[src/rtl/gain_ramp_controller_pkg.sv]
// rtl/gain_ramp_controller_pkg.sv - shared constants, gain table and FSM states for the volume controller
//
// Purpose : types and constants shared by the gain ramp controller files.
// Contents: GAIN_ONE (unity gain), gain_table() (16-entry switch-to-gain map),
//           state_t (S_HOLD / S_RAMP / S_MUTED).
package vol_ctrl_pkg;

  localparam logic [24:0] GAIN_ONE = 25'h1000000;

  typedef enum logic [1:0] {
    S_HOLD  = 2'd0,
    S_RAMP  = 2'd1,
    S_MUTED = 2'd2
  } state_t;

  // Codes 0..14 are evenly spaced at 1/15 steps; code 15 is exact unity so the
  // top switch setting passes audio bit-exact.
  function automatic logic [24:0] gain_table(input logic [3:0] code);
    logic [24:0] v;
    if (code == 4'd15) begin
      v = GAIN_ONE;
    end else begin
      v = {21'd0, code} * 25'h111111;
    end
    return v;
  endfunction

endpackage

[src/rtl/gain_ramp_controller_sync_bus.sv]
// rtl/gain_ramp_controller_sync_bus.sv - multi-flop synchronizer for slow asynchronous control levels
//
// Purpose : brings an asynchronous level bus into the clk domain.
// Ports   : clk    - destination clock
//           resetn - asynchronous active-low reset, clears every stage
//           i_data - asynchronous input bus
//           o_data - synchronized output (DEPTH cycles of latency)
// The bus inputs are quasi-static switch/mute levels, so per-bit synchronization
// is acceptable; a transient skew between bits settles within one cycle.
module sync_bus #(
  parameter int WIDTH = 1,
  parameter int DEPTH = 3
) (
  input  logic             clk,
  input  logic             resetn,
  input  logic [WIDTH-1:0] i_data,
  output logic [WIDTH-1:0] o_data
);

  logic [WIDTH-1:0] r_stage [DEPTH];

  always_ff @(posedge clk or negedge resetn) begin
    if (!resetn) begin
      for (int i = 0; i < DEPTH; i++) begin
        r_stage[i] <= '0;
      end
    end else begin
      r_stage[0] <= i_data;
      for (int i = 1; i < DEPTH; i++) begin
        r_stage[i] <= r_stage[i-1];
      end
    end
  end

  assign o_data = r_stage[DEPTH-1];

endmodule

[src/rtl/gain_ramp_controller.sv]
// rtl/gain_ramp_controller.sv - click-free gain sequencer for the stereo volume multiplier
//
// Purpose : maps switch code and mute to a target gain and slews the output gain
//           toward it by at most RAMP_STEP per completed stereo packet.
// Ports   : clk         - system clock
//           resetn      - asynchronous active-low reset (gain forced to 0)
//           sw          - asynchronous volume code
//           mute        - asynchronous mute level
//           pkt_last_hs - one-cycle pulse per completed stereo packet
//           gain        - gain word latched by the multiplier
//           gain_update - pulses in the cycle gain holds a new value
//           ramp_active - gain has not yet reached the effective target
//           muted       - mute in effect and gain has reached 0
module gain_ramp_controller
  import vol_ctrl_pkg::*;
#(
  parameter int                    SWITCH_WIDTH = 4,
  parameter int                    GAIN_WIDTH   = 25,
  parameter logic [GAIN_WIDTH-1:0] RAMP_STEP    = 25'h0010000,
  parameter int                    SYNC_STAGES  = 3
) (
  input  logic                    clk,
  input  logic                    resetn,
  input  logic [SWITCH_WIDTH-1:0] sw,
  input  logic                    mute,
  input  logic                    pkt_last_hs,
  output logic [GAIN_WIDTH-1:0]   gain,
  output logic                    gain_update,
  output logic                    ramp_active,
  output logic                    muted
);

  logic [SWITCH_WIDTH-1:0] w_sw_sync;
  logic                    w_mute_sync;

  logic [GAIN_WIDTH-1:0]   r_target;
  logic [GAIN_WIDTH-1:0]   r_gain;
  logic                    r_gain_update;
  state_t                  r_state;
  logic                    r_ramp_active;
  logic                    r_muted;

  logic [GAIN_WIDTH-1:0]   w_eff_tgt;
  logic [GAIN_WIDTH:0]     w_diff_up;
  logic [GAIN_WIDTH:0]     w_diff_dn;
  logic                    w_up;
  logic                    w_close;
  logic [GAIN_WIDTH-1:0]   w_next_gain;
  logic                    w_at_tgt;
  logic                    w_zero_muted;

  sync_bus #(
    .WIDTH (SWITCH_WIDTH),
    .DEPTH (SYNC_STAGES)
  ) u_sw_sync (
    .clk    (clk),
    .resetn (resetn),
    .i_data (sw),
    .o_data (w_sw_sync)
  );

  sync_bus #(
    .WIDTH (1),
    .DEPTH (SYNC_STAGES)
  ) u_mute_sync (
    .clk    (clk),
    .resetn (resetn),
    .i_data (mute),
    .o_data (w_mute_sync)
  );

  // Registering the table lookup adds the fourth cycle of input latency.
  always_ff @(posedge clk or negedge resetn) begin
    if (!resetn) begin
      r_target <= '0;
    end else begin
      r_target <= GAIN_WIDTH'(gain_table(w_sw_sync));
    end
  end

  assign w_eff_tgt = w_mute_sync ? '0 : r_target;

  // One extra bit keeps both differences and the step compare free of wrap.
  assign w_up      = (w_eff_tgt > r_gain);
  assign w_diff_up = {1'b0, w_eff_tgt} - {1'b0, r_gain};
  assign w_diff_dn = {1'b0, r_gain} - {1'b0, w_eff_tgt};
  assign w_close   = w_up ? (w_diff_up <= {1'b0, RAMP_STEP})
                          : (w_diff_dn <= {1'b0, RAMP_STEP});

  always_comb begin
    w_next_gain = r_gain;
    if (w_close) begin
      w_next_gain = w_eff_tgt;
    end else if (w_up) begin
      w_next_gain = r_gain + RAMP_STEP;
    end else begin
      w_next_gain = r_gain - RAMP_STEP;
    end
  end

  // Gain only moves on packet completion so left and right of a packet always
  // share the same multiplier value.
  always_ff @(posedge clk or negedge resetn) begin
    if (!resetn) begin
      r_gain        <= '0;
      r_gain_update <= 1'b0;
    end else if (pkt_last_hs) begin
      r_gain        <= w_next_gain;
      r_gain_update <= (w_next_gain != r_gain);
    end else begin
      r_gain_update <= 1'b0;
    end
  end

  assign w_at_tgt     = (r_gain == w_eff_tgt);
  assign w_zero_muted = w_mute_sync && (r_gain == '0);

  // Status outputs are registered alongside the state so they track it exactly.
  always_ff @(posedge clk or negedge resetn) begin
    if (!resetn) begin
      r_state       <= S_RAMP;
      r_ramp_active <= 1'b0;
      r_muted       <= 1'b0;
    end else begin
      case (r_state)
        S_HOLD: begin
          // Mute with a zero table entry lands here already at 0.
          if (w_zero_muted) begin
            r_state       <= S_MUTED;
            r_ramp_active <= 1'b0;
            r_muted       <= 1'b1;
          end else if (!w_at_tgt) begin
            r_state       <= S_RAMP;
            r_ramp_active <= 1'b1;
            r_muted       <= 1'b0;
          end else begin
            r_ramp_active <= 1'b0;
            r_muted       <= 1'b0;
          end
        end
        S_RAMP: begin
          if (w_zero_muted) begin
            r_state       <= S_MUTED;
            r_ramp_active <= 1'b0;
            r_muted       <= 1'b1;
          end else if (w_at_tgt) begin
            r_state       <= S_HOLD;
            r_ramp_active <= 1'b0;
            r_muted       <= 1'b0;
          end else begin
            r_ramp_active <= 1'b1;
            r_muted       <= 1'b0;
          end
        end
        S_MUTED: begin
          if (!w_mute_sync) begin
            if (r_target != '0) begin
              r_state       <= S_RAMP;
              r_ramp_active <= 1'b1;
              r_muted       <= 1'b0;
            end else begin
              r_state       <= S_HOLD;
              r_ramp_active <= 1'b0;
              r_muted       <= 1'b0;
            end
          end else begin
            r_ramp_active <= 1'b0;
            r_muted       <= 1'b1;
          end
        end
        default: begin
          r_state       <= S_RAMP;
          r_ramp_active <= 1'b0;
          r_muted       <= 1'b0;
        end
      endcase
    end
  end

  assign gain        = r_gain;
  assign gain_update = r_gain_update;
  assign ramp_active = r_ramp_active;
  assign muted       = r_muted;

endmodule

[config.mk]
export PLATFORM = sky130hd
export DESIGN_NAME = gain_ramp_controller
export DESIGN_NICKNAME = d
export VERILOG_FILES = /design/src/rtl/gain_ramp_controller_pkg.sv /design/src/rtl/gain_ramp_controller_sync_bus.sv /design/src/rtl/gain_ramp_controller.sv
export SDC_FILE = /design/constraint.sdc
export NUM_CORES = 1
export LEC_CHECK = 0
export ABC_AREA = 1
export CORE_MARGIN = 2
export CORE_UTILIZATION = 55
export CTS_CLUSTER_SIZE = 20
export DETAILED_ROUTE_END_ITERATION = 12
export DONT_BUFFER_PORTS = 1
export GPL_ROUTABILITY_DRIVEN = 0
export GPL_TIMING_DRIVEN = 0
export HOLD_SLACK_MARGIN = 0.12
export PLACE_DENSITY = 0.7
export SETUP_SLACK_MARGIN = 0.05
export SLEW_MARGIN = 20
export SYNTH_ARGS = -nofsm -noshare
export SYNTH_HDL_FRONTEND = slang
export SYNTH_SLANG_ARGS = --single-unit
[constraint.sdc]
create_clock -name clk -period 4.9 [get_ports clk]
set_input_delay 0.735 -clock clk [delete_from_list [all_inputs] [get_ports clk]]
set_output_delay 0.735 -clock clk [all_outputs]
set_load 0.01 [all_outputs]
### Yosys cells after proc, flatten, opt, wreduce, memory -nomap -nowiden

Cells that the tools add are included.

| cells by class | value |
|---|---|
| eq/ne operators | 8 |
| $mul | 1 |
| $add $sub $neg | 4 |
| magnitude comparators | 3 |
| reductions and logical operators | 6 |
| mux-type cells | 21 |

Operator list:

| cell | number |
|---|---|
| 25-bit two-way mux | 4 |
| 26-bit by 17-bit less-or-equal comparator with 1-bit output (second input constant) | 2 |
| 25-bit by 25-bit subtractor with 26-bit output | 2 |
| 25-bit by 17-bit adder with 25-bit output (second input constant) | 1 |
| 25-bit equality test | 1 |
| 25-bit greater-than comparator | 1 |
| 25-bit zero test | 1 |
| 4-bit by 21-bit multiplier with 25-bit output (second input constant) | 1 |
| 25-bit != test | 1 |
| 25-bit nonzero test | 1 |
| 25-bit by 17-bit subtractor with 25-bit output (second input constant) | 1 |
| 2-bit two-way mux | 5 |
| 1-bit two-way mux | 9 |
| 3-bit != test (second input constant) | 2 |
| 2-bit one-hot mux with 3 select lines | 1 |
| 4-bit equality test (second input constant) | 1 |
| 1-bit one-hot mux with 2 select lines | 2 |
| 3-bit AND reduction | 1 |
| 2-bit by 1-bit equality test with 1-bit output (second input constant) | 1 |
| 2-bit equality test (second input constant) | 1 |
| 2-bit zero test | 1 |
| 2-bit != test (second input constant) | 1 |
| 2-bit OR reduction | 1 |
| 1-bit logical AND | 1 |

| storage, ports and cells | value |
|---|---|
| logic and storage cells | 55 |
| bits in registers | 70 |
| bits of input ports | 8 |
| output and inout bits | 28 |

### Longest topological paths before layout

Gate-level depths: netlist of run 1.

| depth | value |
|---|---|
| depth in word-level cells | 7 |
| gate-level depth with buffers | 34 |
| gate-level depth less buffers | 33 |

### Modules after synthesis

A second synthesis of run 1 with hierarchy kept.

| unflattened totals | value |
|---|---|
| cells, all modules | 1013 |
| area total of the unflattened synthesis | 5955.7 sq um |

By module, submodules not included:

| module | instances | sequential area each (sq um) | area each (sq um) | cells an instance |
|---|---|---|---|---|
| gain_ramp_controller | 1 | 877.1 | 5550.3 | 994 |
| sync_bus (u_sw_sync) | 1 | 300.3 | 330.3 | 16 |
| sync_bus (u_mute_sync) | 1 | 75.1 | 75.1 | 3 |

### Worst setup path after synthesis of run 1

No wires, ideal clock.

| timing path | value |
|---|---|
| path type | register -> register |
| start | register u_mute_sync.r_stage (netlist bit u_mute_sync.o_data) |
| end | register r_gain_update, in the netlist gain_update |
| stages on the path, launching flop included | 33 |
| buffers on the path | 1 |
| path slack | 530 ps |
| period minus slack after synthesis | 4370 ps |
| arrival time | 4251 ps |
| library setup time | 119 ps |
| cell sequence | dfrtp_1 buf_6 inv_8 nand2_1 inv_1 ha_1 nand2_1 nor2_1 nand2_1 nor3_1 nand2_1 nand3_1 nand2_1 nand2_1 nand2_2 fa_1 a21oi_1 o21bai_1 nand2_1 nand2_1 a21oi_1 nor2_1 o21ai_0 nand2_1 xor2_1 xor2_1 nand3_1 nand2_1 nand2_1 nand2_1 nand3_1 nor2_1 nor2_1 |

| on the way | value |
|---|---|
| cells in the longest elaborated chain, start to end | 7 |
| elaborated cells between the ends (all ways) | 11 |
| classes of those cells | 2 x add/sub; 3 x order compare; 1 x eq/ne; 5 x mux |

Ends and longest elaborated chain:

| what | line | source |
|---|---|---|
| from (decl) | gain_ramp_controller_sync_bus.sv:20 | `logic [WIDTH-1:0] r_stage [DEPTH];` |
| from (signal, indexed assignment) | gain_ramp_controller_sync_bus.sv:30 | `r_stage[i] <= r_stage[i-1];` |
| 25-bit two-way mux (*) | gain_ramp_controller.sv:81 | `assign w_eff_tgt = w_mute_sync ? '0 : r_target;` |
| 25-bit by 25-bit subtractor with 26-bit output (on tied branches) | gain_ramp_controller.sv:86, gain_ramp_controller.sv:85 |  |
| 26-bit by 17-bit less-or-equal comparator with 1-bit output (on tied branches) | gain_ramp_controller.sv:88, gain_ramp_controller.sv:87 |  |
| 1-bit two-way mux | gain_ramp_controller.sv:87 | `assign w_close = w_up ? (w_diff_up <= {1'b0, RAMP_STEP})` |
| 25-bit two-way mux (*) | gain_ramp_controller.sv:92 | `if (w_close) begin` |
| 25-bit != test (*) | gain_ramp_controller.sv:109 | `r_gain_update <= (w_next_gain != r_gain);` |
| 1-bit two-way mux (*) | gain_ramp_controller.sv:107 | `end else if (pkt_last_hs) begin` |
| to (signal assigned) | gain_ramp_controller.sv:109 |  |
| to (decl) | gain_ramp_controller.sv:38 | `logic r_gain_update;` |

Mark *: on every way between the ends. The rest lies on a longest branch, timed or not.
A chain may end at the register's enable or synchronous reset.

### Final worst setup path of run 1

Same ends and word-level chain as after synthesis.

==> results of run 1 <==
-- metal layers --
metal / vias up / wire length, um
met5: - / 0
met4: 0 / 605
met3: 45 / 1386
met2: 257 / 8685
met1: 2970 / 8028
li1: 3206 / -
-- power by group --
group	internal [mW]	switching [mW]	total, mW
combinational	0.974	1.68	2.66
clock	0.150	0.127	0.278
sequential	0.491	0.203	0.694
total	1.61	2.01	3.63
-- critical path, delay by kind of cell (launching register included) --
family,cells,cell delay (ns)
compound gates,4,0.55
xor+xnor,2,0.31
fa+ha+maj,2,0.68
buf+inv,5,0.67
flops,1,0.35
simple gates,21,1.82
-- cells by family (layout without fill, tap and decap cells) --
family                   Yosys count  after routing  synth area share (%)
flip-flops                        50             50                 21.28
adder cells (fa/ha/maj)           40             40                 8.633
AND/OR/NAND/NOR                  591            591                 45.01
buffers and inverters            166            186                 11.04
XOR/XNOR                          15             15                 2.233
AO/OA/AOI/OAI                    125            125                 11.80
-- cell usage after synthesis (all sizes together), types with 2 or more instances --
| cell | instances |
|---|---|
| a21oi | 58 |
| a41oi | 2 |
| buf | 5 |
| clkbuf | 6 |
| dfrtp | 49 |
| ha | 39 |
| inv | 155 |
| nand2 | 355 |
| nand3 | 101 |
| nand4 | 20 |
| nor2 | 94 |
| nor3 | 12 |
| nor4 | 6 |
| o211ai | 2 |
| o21ai | 46 |
| o21bai | 7 |
| o22ai | 2 |
| o41ai | 2 |
| xor2 | 14 |
-- worst min path at each step --
stage,slack (ns),to,depth (start not counted),start
final,0.25,gain[11]$_DFFE_PN0P_,1,resetn
after global routing,0.25,r_target[24]$_DFF_PN0_,1,resetn
after CTS,0.12,gain[20]$_DFFE_PN0P_,0,resetn
after detailed placement,0.34,u_sw_sync.o_data[1]$_DFF_PN0_,0,u_sw_sync.r_stage[5]$_DFF_PN0_
after global placement,0.33,u_sw_sync.o_data[0]$_DFF_PN0_,0,u_sw_sync.r_stage[4]$_DFF_PN0_
after floorplan,0.33,u_mute_sync.o_data$_DFF_PN0_,0,u_mute_sync.r_stage[1]$_DFF_PN0_
-- flip-flops by register name, summed over array words and instances, names as in the netlist --
signal and flops:
gain 25, gain_update 1, muted 1, r_state 2
r_target 5, ramp_active 1, u_mute_sync.o_data 1, u_mute_sync.r_stage 2
u_sw_sync.o_data 4, u_sw_sync.r_stage 8
-- area by class of cell --
type | count | area share, %
buffer | 9 | 0.9654
clock buffer | 5 | 1.041
clock inverter | 2 | 0.5868
inverter | 155 | 9.048
multi-input combinational | 771 | 64.62
sequential | 50 | 18.97
tap | 136 | 2.574
timing repair buffer | 15 | 2.196
-- metrics by stage --
step / std cells / hold WS, ns / utilization, %
final: 1143 / 0.2457 / 63.74
after floorplan: 987 / 0.3312 / -
after global routing: 1143 / 0.2508 / 63.74
after detailed placement: 1123 / 0.3372 / 58.39
after global placement: 1123 / 0.3322 / 58.39
after CTS: 1133 / 0.1204 / 60.12
-- timing repair --
| item | in CTS | in global routing |
|---|---|---|
| hold buffers | 2 | 2 |
| gates cloned | 0 | 0 |
| pin swaps | 0 | 8 |
| setup buffers | 3 | 8 |
| hold endpoints to repair | 10 | 27 |
| resized for setup | 10 | 58 |
| setup endpoints to repair | 3 | 3 |
==> flow_metrics.env, run 1 <==
export IMPL_ys_top_cells_by_area="nand2_1 (21%), dfrtp_1 (21%), inv_1 (9.7%), ha_1 (8.3%), nand3_1 (7.9%)"
export IMPL_io_buffers=0
export IMPL_fp_dieH_um=107.4
export IMPL_initial_core_util_pct=56.74
export IMPL_avgRoutedWirePerCell_um=16.37
export IMPL_final_cell_mix="nand2_1 (327), inv_1 (149), nand3_1 (92), nor2_1 (76), a21oi_1 (55)"
export IMPL_clock_path_buffers=2
export IMPL_cellLeakagePower_nw=3.507
export IMPL_rsz0062_at_grt="false"
export IMPL_fillers=1028
export IMPL_r2r_end="gain_update$_DFF_PN0_"
export IMPL_crit_path_end_kind="flip-flop"
export IMPL_synthToLayoutAreaGrowth_pct=12.33
export IMPL_drive_gt1_share_pct=11.32
export IMPL_cp_start_kind="flip-flop"
export IMPL_critPathRequiredTime_ns=5.08
export IMPL_grt_util_met3_pct=3.450
export IMPL_num_rows=37
export IMPL_io_pins=36
export IMPL_syn_inst=987
export IMPL_setup_ws_ns=0.3994
export IMPL_grt_pass1_wl_mm=29.43
export IMPL_wl_mm=18.71
export IMPL_fin_area_sq_mm=0.006610
export IMPL_critPathSlowestCell="fa_2"
export IMPL_p_per_area_mw_per_mm2=549.0
export IMPL_tightest_slew_ns=0.7025
export IMPL_ys_types=44
export IMPL_timing_fmax_mhz=222.2
export IMPL_synth_yosys_seq_area_share_pct=21.28
export IMPL_cts_tree="done"
export IMPL_dpl_cell_area_sq_mm=0.006055
export IMPL_async_flop_share_pct=100.0
export IMPL_setup_viol=0
export IMPL_place_ws_ns=-0.4848
export IMPL_crit_arrival_ns=4.68
export IMPL_clock_latency_ns=0.30
export IMPL_drtAntennaViolNets=0
export IMPL_final_common_cell="nand2_1"
export IMPL_first_pass_iters=8
export IMPL_core_area_sq_mm=0.01037
export IMPL_holdCritPathClass="input port to async pin"
export IMPL_worst_slew_margin_rel_pct=52.74
export IMPL_synth_main_ff_cell="dfrtp_1"
export IMPL_grt_ovfl_total=0
export IMPL_ctsHtreeMaxLevel=2
export IMPL_drt_iter0_drc=536
export IMPL_die_area_sq_mm=0.01154
export IMPL_gr_usage_met2_pct=54.88
export IMPL_yosys_register_bits=50
export IMPL_synth_nets=1035
export IMPL_crit_start="u_mute_sync.o_data$_DFF_PN0_"
export IMPL_clkTransAtPathRegs_ns=0.09
export IMPL_rr_worst_depth=34
export IMPL_met1_usage_pct=43.89
export IMPL_synth_top_area_share_pct=21.50
export IMPL_slew_viol_final=0
export IMPL_finClkSkew_ns=0.008590
export IMPL_yosysTopAreaCell="nand2_1"
export IMPL_viasPerCell=5.668
export IMPL_path_common_cell="nand2_1"
export IMPL_r2r_start="u_mute_sync.o_data$_DFF_PN0_"
export IMPL_track_usage_pct=32.54
export IMPL_synth_warnings=0
export IMPL_slowest_delay_ns=0.37
export IMPL_clockRootBuffer="clkbuf_8"
export IMPL_p_total_mw=3.629
export IMPL_numClockSinks=50
export IMPL_hpwl_mm=14.93
export IMPL_r2r_setup_slack_ns=0.40
export IMPL_period_minus_slack_ns=4.501
export IMPL_die_w_um=107.4
export IMPL_drcViolationCount=0
export IMPL_synth_area_sq_mm=0.005884
export IMPL_endpoint="gain_update$_DFF_PN0_"
export IMPL_num_nets_final=1055
export IMPL_grt_pass1_vias=5863
export IMPL_path_class="flip-flop to flip-flop"
export IMPL_final_seq_area_sq_mm=0.001254
export IMPL_antenna_found_initial=0
export IMPL_cap_violations=0
export IMPL_worstPathMaxFanout=10
export IMPL_synth_edf_count=0
export IMPL_ir_drop_mv=0.5771
export IMPL_outcome="complete, no violations"
export IMPL_n_antenna_cell=0
export IMPL_post_route_period_util_pct=91.85
export IMPL_setup_tns_ns=0
export IMPL_numCtsBuffers=5
export IMPL_avgSynthCellArea_sq_um=5.962
export IMPL_num_vias=6478
export IMPL_hold_violations=0
export IMPL_grt_max_degree=37
export IMPL_multi_input_area_sq_mm=0.004272
export IMPL_top_usage_layer="met2"
Power figures use the tool's default switching activity.
==> run 2: changes to the inputs <==
CTS_CLUSTER_DIAMETER = 120   (was default)
RECOVER_POWER = 25   (was default)
==> run 2 against run 1 <==
Clock power hardly changed; final cell count stayed put; worst setup slack worse by 0.0011 ns; clock skew hardly changed; worst hold slack better by 0.031 ns; die area stayed put; design area is 0.25% lower; via count is 0.48% lower.
==> flow_metrics.env, run 2 (synthesized netlist as in run 1, its figures left out) <==
export IMPL_clockRootBuffer="clkbuf_8"
export IMPL_num_rows=37
export IMPL_fp_dieH_um=107.4
export IMPL_setup_tns_ns=0
export IMPL_p_total_mw=3.627
export IMPL_viasPerCell=5.640
export IMPL_num_vias=6447
export IMPL_post_route_util_pct=63.59
export IMPL_numCtsBuffers=5
export IMPL_p_per_area_mw_per_mm2=550.0
export IMPL_outcome="complete, no violations"
export IMPL_cts_tree="done"
export IMPL_period_minus_slack_ns=4.502
export IMPL_num_nets_final=1055
export IMPL_setup_viol=0
export IMPL_numClockSinks=50
export IMPL_hpwl_mm=14.93
export IMPL_fin_cells=1143
export IMPL_timing_fmax_mhz=222.1
export IMPL_synthToLayoutAreaGrowth_pct=12.06
export IMPL_wl_mm=18.70
export IMPL_first_pass_iters=5
export IMPL_holdCritPathClass="input port to async pin"
export IMPL_grt_pass1_wl_mm=29.43
export IMPL_cap_violations=0
export IMPL_hold_violations=0
export IMPL_io_pins=36
export IMPL_ir_drop_mv=0.5761
export IMPL_antenna_found_initial=0
export IMPL_finClkSkew_ns=0.008226
export IMPL_tightest_slew_ns=1.477
export IMPL_worst_slew_margin_rel_pct=1.513
export IMPL_n_antenna_cell=0
export IMPL_path_class="flip-flop to flip-flop"
export IMPL_clkTransAtPathRegs_ns=0.09
export IMPL_critPathSlowestCell="fa_2"
export IMPL_cellLeakagePower_nw=3.499
export IMPL_drtAntennaViolNets=0
export IMPL_placed_cells=1123
export IMPL_crit_path_end_kind="flip-flop"
export IMPL_grt_pass1_vias=5863
export IMPL_slowest_delay_ns=0.37
export IMPL_clock_path_buffers=2
export IMPL_largest_register_ffs=25
export IMPL_avgRoutedWirePerCell_um=16.36
export IMPL_track_usage_pct=32.54
export IMPL_core_area_sq_mm=0.01037
export IMPL_worstPathMaxFanout=10
export IMPL_grt_ovfl_total=0
export IMPL_initial_core_util_pct=56.74
export IMPL_final_cell_mix="nand2_1 (327), inv_1 (149), nand3_1 (92), nor2_1 (76), a21oi_1 (55)"
export IMPL_ctsHtreeMaxLevel=2
export IMPL_die_area_sq_mm=0.01154
export IMPL_setup_ws_ns=0.3984
export IMPL_drive_gt1_share_pct=11.22
export IMPL_cp_start_kind="flip-flop"
export IMPL_grt_max_degree=37
export IMPL_slew_viol_final=0
export IMPL_path_common_cell="nand2_1"
export IMPL_place_ws_ns=-0.4848
export IMPL_die_w_um=107.4
export IMPL_drt_iter0_drc=535
export IMPL_critPathRequiredTime_ns=5.08
export IMPL_clock_latency_ns=0.30
export IMPL_drcViolationCount=0
export IMPL_post_route_period_util_pct=91.87
export IMPL_io_buffers=0
export IMPL_rsz0062_at_grt="false"
export IMPL_final_common_cell="nand2_1"
export IMPL_crit_arrival_ns=4.68
==> run 2: cell count changes in the layout (fill, tap and decap cells not counted), sizes merged <==
cell    change
clkbuf      +1
buf         -1
==> run 2: layout make-up <==
cell class / instances / area [sq um]
Multi-Input combinational cell: 771 / 4272
Fill cell: 1031 / 3776
Clock buffer: 5 / 68.82
Clock inverter: 2 / 38.79
Sequential cell: 50 / 1254
Buffer: 9 / 63.81
Tap cell: 136 / 170.2
Inverter: 155 / 598.1
Timing Repair Buffer: 15 / 128.9
==> run 2: worst paths after layout <==
path	from	endpoint	slack [ns]	depth (start not counted)
worst max-delay path	u_mute_sync.o_data$_DFF_PN0_	gain_update$_DFF_PN0_	0.40	34
worst min-delay path	resetn	r_state[0]$_DFFE_PN1P_	0.28	0
worst max register to register	u_mute_sync.o_data$_DFF_PN0_	gain_update$_DFF_PN0_	0.40	34
worst min register to register	u_mute_sync.r_stage[1]$_DFF_PN0_	u_mute_sync.o_data$_DFF_PN0_	0.35	0
max in group asynchronous	resetn	r_target[22]$_DFF_PN0_	3.26	1
min in group clk	u_mute_sync.r_stage[1]$_DFF_PN0_	u_mute_sync.o_data$_DFF_PN0_	0.35	0
==> run 2: metrics by stage <==
| step | hold slack [ns] | area [sq um] |
|---|---|---|
| 6_report | 0.2771 | 6594 |
| 3_5_place_dp | 0.3372 | 6055 |
| 3_3_place_gp | 0.3322 | 6055 |
| 5_1_grt | 0.2648 | 6594 |
| 4_1_cts | 0.1204 | 6235 |
| 2_1_floorplan | 0.3312 | 5884 |
==> run 2: worst max-delay path, delay by kind of cell (launching register included) <==
kind                     cells  cell delay (ns)
AND/OR/NAND/NOR             21             1.81
buffers and inverters        5             0.68
adder cells (fa/ha/maj)      2             0.67
AO/OA/AOI/OAI                4             0.55
flip-flops                   1             0.35
XOR/XNOR                     2             0.31
==> run 2: layer usage <==
layer / wire length [um] / GRT usage, %
met3: 1483 / 3.450
met5: 0 / 0
met2: 8725 / 54.88
met1: 7915 / 43.89
met4: 580 / 10.16
==> run 2: report_power, final <==
group	leakage, nW	internal (mW)	switching, mW
sequential	0.590	0.491	0.203
clock	0.0542	0.150	0.127
combinational	2.85	0.972	1.68
==> run 2: repair_timing <==
item,CTS,global route
hold endpoints to repair,10,27
setup endpoints to repair,3,3
pin swaps,0,8
hold buffers,2,2
setup buffers,3,8
resized for setup,10,58
